[src/rtl/interrupt_arbiter.sv]
// Interrupt source/arbitration stage: machine timer, external edge capture, masking,
// fixed-priority selection and a one-cycle dispatch pulse with stall handshake lockout.
// Optional SYNC_EXT_EN: adds a 2-flop synchronizer on ext_irq ahead of edge detection.
module interrupt_arbiter #(
    parameter int unsigned NUM_EXT = 4,
    parameter int unsigned TIMER_W = 32
) (
    input  logic               clk_in,
    input  logic               rst_in,
    input  logic               rdy_in,
    input  logic [NUM_EXT-1:0] ext_irq,
    input  logic               mstatus_mie,
    input  logic [7:0]         mie_mask,
    input  logic               mtimecmp_we,
    input  logic [TIMER_W-1:0] mtimecmp_wdata,
    input  logic               stall_in,
    output logic               interrupt_enable,
    output logic [2:0]         interrupt_cause,
    output logic [7:0]         mip,
    output logic [TIMER_W-1:0] mtime_out
);

    localparam int unsigned CAUSE_W = 3;
    localparam int unsigned MIP_W   = 8;
    localparam int unsigned CNT_W   = 2;

    localparam logic [CAUSE_W-1:0] TIMER_CAUSE = CAUSE_W'(7);
    localparam logic [CNT_W-1:0]   ACK_LAST    = CNT_W'(2);

    typedef enum logic [1:0] {
        ST_IDLE,
        ST_FIRE,
        ST_WAIT_ACK,
        ST_WAIT_DONE
    } state_e;

    state_e               state_q, state_d;
    logic [TIMER_W-1:0]   mtime_q, mtime_d;
    logic [TIMER_W-1:0]   mtimecmp_q, mtimecmp_d;
    logic [NUM_EXT-1:0]   ext_prev_q;
    logic [NUM_EXT-1:0]   ext_pend_q, ext_pend_d;
    logic                 timer_pend_q;
    logic                 irq_en_q, irq_en_d;
    logic [CAUSE_W-1:0]   cause_q, cause_d;
    logic [CNT_W-1:0]     cnt_q, cnt_d;

    logic [NUM_EXT-1:0]   ext_smp_c;
    logic [NUM_EXT-1:0]   ext_rise_c;
    logic [NUM_EXT-1:0]   ext_clr_c;
    logic                 timer_hit_c;
    logic [MIP_W-1:0]     pend_c;
    logic [MIP_W-1:0]     elig_c;
    logic [CAUSE_W-1:0]   win_c;

`ifdef SYNC_EXT_EN
    logic [NUM_EXT-1:0]   sync1_q;
    logic [NUM_EXT-1:0]   sync2_q;

    // Two-stage synchronizer for asynchronous external request lines
    always_ff @(posedge clk_in or negedge rst_in) begin
        if (!rst_in) begin
            sync1_q <= '0;
            sync2_q <= '0;
        end else if (rdy_in) begin
            sync1_q <= ext_irq;
            sync2_q <= sync1_q;
        end
    end

    assign ext_smp_c = sync2_q;
`else
    assign ext_smp_c = ext_irq;
`endif

    assign ext_rise_c  = ext_smp_c & ~ext_prev_q;
    assign timer_hit_c = (mtime_q >= mtimecmp_q);

    // Pending/eligible vectors laid out in cause order; unused causes stay zero
    always_comb begin
        pend_c = MIP_W'(ext_pend_q);
        pend_c[MIP_W-1] = timer_hit_c;
        elig_c = pend_c & mie_mask & {MIP_W{mstatus_mie}};
    end

    // Timer beats every external line; among externals the lowest index wins
    always_comb begin
        win_c = '0;
        for (int i = MIP_W - 2; i >= 0; i--) begin
            if (elig_c[i]) begin
                win_c = CAUSE_W'(i);
            end
        end
        if (elig_c[MIP_W-1]) begin
            win_c = TIMER_CAUSE;
        end
    end

    // Dispatch FSM: next state, pulse, cause latch, ack timeout and pending clear
    always_comb begin
        state_d   = state_q;
        irq_en_d  = 1'b0;
        cause_d   = cause_q;
        cnt_d     = cnt_q;
        ext_clr_c = '0;

        unique case (state_q)
            ST_IDLE: begin
                if (|elig_c) begin
                    cause_d  = win_c;
                    irq_en_d = 1'b1;
                    state_d  = ST_FIRE;
                    if (win_c != TIMER_CAUSE) begin
                        ext_clr_c = NUM_EXT'(MIP_W'(1) << win_c);
                    end
                end
            end
            ST_FIRE: begin
                cnt_d   = '0;
                state_d = ST_WAIT_ACK;
            end
            ST_WAIT_ACK: begin
                if (stall_in) begin
                    state_d = ST_WAIT_DONE;
                end else begin
                    cnt_d = cnt_q + CNT_W'(1);
                    // Controller never took the dispatch: give up, pending bit stays consumed
                    if (cnt_q == ACK_LAST) begin
                        state_d = ST_IDLE;
                        cause_d = '0;
                    end
                end
            end
            ST_WAIT_DONE: begin
                if (!stall_in) begin
                    state_d = ST_IDLE;
                    cause_d = '0;
                end
            end
            default: begin
                state_d = ST_IDLE;
                cause_d = '0;
            end
        endcase
    end

    // Timer and capture next-state; a new edge wins over a same-cycle dispatch clear
    always_comb begin
        mtime_d    = mtime_q + TIMER_W'(1);
        mtimecmp_d = mtimecmp_we ? mtimecmp_wdata : mtimecmp_q;
        ext_pend_d = (ext_pend_q & ~ext_clr_c) | ext_rise_c;
    end

    always_ff @(posedge clk_in or negedge rst_in) begin
        if (!rst_in) begin
            state_q      <= ST_IDLE;
            mtime_q      <= '0;
            mtimecmp_q   <= '1;
            ext_prev_q   <= '0;
            ext_pend_q   <= '0;
            timer_pend_q <= 1'b0;
            irq_en_q     <= 1'b0;
            cause_q      <= '0;
            cnt_q        <= '0;
        end else if (rdy_in) begin
            state_q      <= state_d;
            mtime_q      <= mtime_d;
            mtimecmp_q   <= mtimecmp_d;
            ext_prev_q   <= ext_smp_c;
            ext_pend_q   <= ext_pend_d;
            timer_pend_q <= timer_hit_c;
            irq_en_q     <= irq_en_d;
            cause_q      <= cause_d;
            cnt_q        <= cnt_d;
        end
    end

    always_comb begin
        mip = '0;
        mip[NUM_EXT-1:0] = ext_pend_q;
        mip[MIP_W-1] = timer_pend_q;
    end

    assign interrupt_enable = irq_en_q;
    assign interrupt_cause  = cause_q;
    assign mtime_out        = mtime_q;

endmodule

[config.mk]
export PLATFORM = sky130hd
export DESIGN_NAME = interrupt_arbiter
export DESIGN_NICKNAME = d
export VERILOG_FILES = /design/src/rtl/interrupt_arbiter.sv
export SDC_FILE = /design/constraint.sdc
export NUM_CORES = 1
export LEC_CHECK = 0
export ABC_CLOCK_PERIOD_IN_PS = 2900
export CORE_MARGIN = 3
export CORE_UTILIZATION = 40
export CTS_BUF_LIST = sky130_fd_sc_hd__clkbuf_16
export DETAILED_ROUTE_END_ITERATION = 8
export GPL_TIMING_DRIVEN = 0
export PLACE_DENSITY_LB_ADDON = 0.08
export SETUP_SLACK_MARGIN = 0.4
export SLEW_MARGIN = 30
export SYNTH_ARGS = -nofsm -noshare
export SYNTH_HDL_FRONTEND = slang
export SYNTH_SLANG_ARGS = --single-unit
export TNS_END_PERCENT = 1
[constraint.sdc]
create_clock -name clk_in -period 2.9 [get_ports clk_in]
set_input_delay 0.29 -clock clk_in [delete_from_list [all_inputs] [get_ports clk_in]]
set_output_delay 0.29 -clock clk_in [all_outputs]
set_load 0.05 [all_outputs]
==> flow_summary.ini, run 1 <==
[worst_setup_path]
r2r_start = mtimecmp_q[26]
cp.required_ns = 3.12
critPathKind = flop to flop
worst_setup_path_start_kind = flop
crit_start = mtimecmp_q[26]
critPathCaptureType = flop
path_max_fanout = 5
cp_data_arrival_time_ns = 2.80

[min_path]
hold_path_class = primary input to async pin

[timing]
period_minus_slack_ns = 2.584
setup_ws_ns = 0.3156
clock_skew_ns = 0.008366
setup_viol = 0
fmax_mhz = 386.9
hold_violations = 0
finalCritPeriodShare_pct = 89.12
drv_slew = 0
worstMarginPinSlew_ns = 0.6104
rsz0062_at_grt = true
slew-limit-headroom_pct = 58.79

[layout]
diodes = 0
fillCellCount = 921
mostFrequentLayoutCells = clkdlybuf4s50_1 (84), inv_1 (41), nand2_1 (40), mux2_2 (33), dfstp_2 (32)
syn_to_final_growth_pct = 36.77
final_common_cell = clkdlybuf4s50_1
fin_util_pct = 57.25
drive_gt1_share_pct = 27.71
layout.nets = 600

[power_and_ir_drop]
power_leakage_uw = 0.002633
p_per_area_nw_per_um2 = 646.9
max-vdd-ir-drop_mv = 0.6219

[synthesis]
synth-async-reset-ratio_pct = 100.0
synth_area_sq_um = 4379
yosys-top-cells-area = dfrtp_1 (28%), dfstp_2 (19%), ha_1 (11%)
ys.flop_type = dfrtp_1
synth-seq-cells = 81
synth_top_area_share_pct = 28.00
synth_edf_count = 0
yosysUniqueCellTypes = 50
synth_cells = 406
synth_top_area_cell = dfrtp_1
yosys_warnings = 0
ys_seq_area_share_pct = 47.20
avgSynthCellArea_sq_um = 10.79

[global_route]
grt_pass1_vias = 3416
grt_max_degree = 60
grt_pass1_wl_um = 16860
grtUsageTotal_pct = 16.73
antenna_found_initial = 0
gr-total-overflow = 0

[placement]
hpwl_um = 6945
io_buffers = 85
dp_slack_ns = 0.1412
gp_congestion = 0.7568

[clock_network]
cts_max_path_buffers = 2
cts_tree = done
insertion_delay_ns = 0.33
cts.sinks = 81
h-tree-depth = 3
numCtsBuffers = 9
path_clk_slew_ns = 0.06
root_buffer = clkbuf_16

[run]
max_cap_violations = 0

[routing]
drtPass1Iterations = 4
route.detailed.drc = 0
ant_nets = 0
wl_per_cell_um = 14.71
via_count = 3241
detailedRoute.firstIterationViolations = 96
drt_wl_total_um = 9592
via_per_inst = 4.971

[die]
dieArea_sq_um = 12240
coreArea_sq_um = 10460
dieWidth_um = 110.6
die_y_um = 110.6
rows = 37
initial_utilization_pct = 41.86
num_io_pins = 94

[status]
status = finished clean
-- worst max-delay path, cell delays in order, from the launching register on --
cell,delay (ns)
dfstp_2,0.52
inv_1,0.04
ha_1,0.26
and2_4,0.14
a221o_1,0.34
a221oi_2,0.28
o21ai_2,0.14
o211ai_4,0.27
buf_6,0.16
a211oi_2,0.06
mux2_4,0.26
-- synthesized netlist by cell type (12+ instances only) --
cell type / count
nand2_1: 40
inv_1: 42
o21ai_0: 12
xor2_1: 12
a21oi_1: 15
dfstp_2: 32
ha_1: 39
nor2_1: 19
dfrtp_1: 49
nand3_1: 18
mux2_2: 36
xnor2_1: 19
-- area by class of cell --
type                       instances  area (sq um)  area share (%)
inverter                          42         157.7           2.632
clock inverter                     7         63.81           1.065
multi-input combinational        273          2287           38.19
timing repair buffer              92         927.1           15.48
sequential                        81          2090           34.89
buffer                            12         68.82           1.149
clock buffer                       9         225.2           3.760
tap                              136         170.2           2.841
-- flip-flops by register name, indices dropped and copies added (netlist names) --
name              cells
interrupt_enable      1
mtime_out            32
mtimecmp_q           32
state_q               2
timer_pend_q          1
interrupt_cause       3
cnt_q                 2
ext_pend_q            4
ext_prev_q            4
-- cells by family (layout without fill, tap and decap cells) --
logic type               Yosys count  after routing  synth area share (%)
other                              1              3               0.08563
buffers and inverters             54            162                 5.171
XOR/XNOR                          31             31                 6.200
AO/OA/AOI/OAI                     48             48                 7.514
adder cells (fa/ha/maj)           39             39                 11.14
AND/OR/NAND/NOR                  115            115                 13.20
multiplexers                      37             37                 9.486
flip-flops                        81             81                 47.20
-- per-layer routing --
metal | vias up | global-route usage [%] | routed length, um
met1 | 1558 | 22.37 | 4572
met3 | 11 | 3.342 | 362
met5 | - | 0 | 0
li1 | 1606 | - | -
met2 | 66 | 27.27 | 4514
met4 | 0 | 5.419 | 142
-- per-stage QoR --
step	total power (uW)	setup TNS, ns	hold slack (ns)	cells	cell area [sq um]
after floorplan	2305	0	-0.005591	408	4409
after global placement	2682	-90.60	0.4259	629	5430
after detailed placement	2712	0	0.1587	630	5459
after CTS	3902	0	0.3803	652	5974
after global routing	4116	0	0.4036	652	5989
final	3875	0	0.3850	652	5989
-- path summary, 6_finish.rpt --
kind                                           end  depth (start not counted)  slack, ns
worst max-delay path            interrupt_cause[0]                         10       0.32
max in group asynchronous           mtimecmp_q[26]                          3       1.91
worst max register to register  interrupt_cause[0]                         10       0.32
worst min-delay path                 mtime_out[27]                          2       0.38
worst min register to register       ext_pend_q[1]                          1       0.43
min in group clk_in                   mtime_out[3]                          3       0.41
-- timing repair --
action | in CTS | in global routing
hold endpoints to repair | 12 | 0
hold buffers | 1 | 0
resized for setup | 26 | 3
setup buffers | 4 | 0
pin swaps | 10 | 2
setup endpoints to repair | 10 | 10
cloned | 1 | 0
-- power breakdown --
group	total (uW)	leakage (uW)	internal (uW)	switching [uW]
combinational	1230	0.00154	529	702
clock	1120	0.000148	659	457
sequential	1530	0.000949	1360	169
No activity file was read; power rests on OpenSTA's default activity.
==> run 2: changes to the inputs <==
Settings changed: MAX_ROUTING_LAYER set to met4.
==> run 2 against run 1 <==
Cell count unchanged; worst hold slack improved by 0.0022 ns; register-to-register slack about the same; clock skew about the same; via count increased by 0.12%; largest cell class unchanged; largest power group unchanged.
==> flow_summary.ini, run 2 (same netlist as run 1, synthesis figures left out) <==
[worst_setup_path]
critPathCaptureType = flop
reg2reg_to = interrupt_cause[0]
cp_data_arrival_time_ns = 2.81
path_max_fanout = 5
crit_end = interrupt_cause[0]
worst_setup_path_start_kind = flop
crit_start = mtimecmp_q[26]
regToRegSetupSlack_ns = 0.31
worst_r2r_path_depth = 10
r2r_start = mtimecmp_q[26]
cp.required_ns = 3.12
critPathKind = flop to flop

[layout]
diodes = 0
multi_input_area_sq_um = 2287
syn_to_final_growth_pct = 36.77
fin_util_pct = 57.25
layout.nets = 600
fillCellCount = 921
drive_gt1_share_pct = 27.71
area.sequential_sq_um = 2090
mostFrequentLayoutCells = clkdlybuf4s50_1 (84), inv_1 (41), nand2_1 (40), mux2_2 (33), dfstp_2 (32)
final_common_cell = clkdlybuf4s50_1
instances_no_fill = 652

[power_and_ir_drop]
max-vdd-ir-drop_mv = 0.6254
p_per_area_nw_per_um2 = 647.4
power_leakage_uw = 0.002633
power.total_uw = 3877

[routing]
via_per_inst = 4.977
detailedRoute.firstIterationViolations = 108
route.detailed.drc = 0
wl_per_cell_um = 14.70
ant_nets = 0
drt_wl_total_um = 9584
via_count = 3245
drtPass1Iterations = 5

[global_route]
gr-total-overflow = 0
grtUsageTotal_pct = 17.28
grt_pass1_vias = 3408
antenna_found_initial = 0
grt_max_degree = 60
grt_pass1_wl_um = 16900

[clock_network]
h-tree-depth = 3
cts_tree = done
root_buffer = clkbuf_16
cts_max_path_buffers = 2
path_clk_slew_ns = 0.06
cts.sinks = 81
insertion_delay_ns = 0.33
numCtsBuffers = 9

[run]
max_cap_violations = 0

[timing]
rsz0062_at_grt = true
worstMarginPinSlew_ns = 0.6104
setup_viol = 0
fmax_mhz = 386.7
period_minus_slack_ns = 2.586
clock_skew_ns = 0.008542
drv_slew = 0
finalCritPeriodShare_pct = 89.18
slew-limit-headroom_pct = 58.79
setup_tns_ns = 0
hold_violations = 0

[placement]
hpwl_um = 6945
io_buffers = 85
dp.cells = 630
gp_congestion = 0.7667

[status]
status = finished clean

[die]
rows = 37
initial_utilization_pct = 41.86
dieWidth_um = 110.6
num_io_pins = 94
die_y_um = 110.6
coreArea_sq_um = 10460
dieArea_sq_um = 12240

[min_path]
hold_path_class = primary input to async pin
-- run 2: cell type report --
type,instances,share of cell area (%)
inverter,42,2.632
tap,136,2.841
sequential,81,34.89
clock buffer,9,3.760
clock inverter,7,1.065
buffer,12,1.149
timing repair buffer,92,15.48
multi-input combinational,273,38.19
-- run 2: power breakdown --
part	total, uW	internal, uW	switching (uW)
registers	1530	1360	169
clock network	1120	659	457
logic	1230	529	704
total	3880	2550	1330
-- run 2: routing by layer --
metal,up-vias,wire length (um),track usage [%]
li1,1607,-,-
met1,1562,4630,22.79
met2,66,4537,27.31
met3,10,279,2.959
met4,0,137,5.419
met5,-,0,-
-- run 2: critical path: stages (launching register included) --
cell and delay, ns:
dfstp_2 0.52, inv_1 0.04, ha_1 0.26, and2_4 0.14, a221o_1 0.34, a221oi_2 0.28
o21ai_2 0.14, o211ai_4 0.27, buf_6 0.16, a211oi_2 0.06, mux2_4 0.26
-- run 2: worst min-delay path by stage --
| stage | endpoint | slack (ns) | cells past startpoint |
|---|---|---|---|
| floorplan | cnt_q[0] | -0.006 | 0 |
| global placement | ext_pend_q[0] | 0.43 | 1 |
| detailed placement | mtime_out[19] | 0.16 | 1 |
| CTS | mtime_out[27] | 0.38 | 2 |
| global route | mtime_out[27] | 0.40 | 2 |
| finish | mtime_out[27] | 0.39 | 2 |
-- run 2: repair_timing --
action	in CTS	in global routing
endpoints found under the hold margin	12	0
gates cloned	1	0
endpoints found under the setup margin	10	10
setup buffers	4	0
resized for setup	26	3
pin swaps	10	2
hold buffers	1	0
-- run 2: per-stage QoR --
step / cell area, sq um / setup slack (ns) / hold slack [ns]
finish: 5989 / 0.3138 / 0.3872
global route: 5989 / 0.2124 / 0.4029
CTS: 5974 / 0.2927 / 0.3803
detailed placement: 5459 / 0.1412 / 0.1587
global placement: 5430 / -1.756 / 0.4259
floorplan: 4409 / 0.3925 / -0.005591
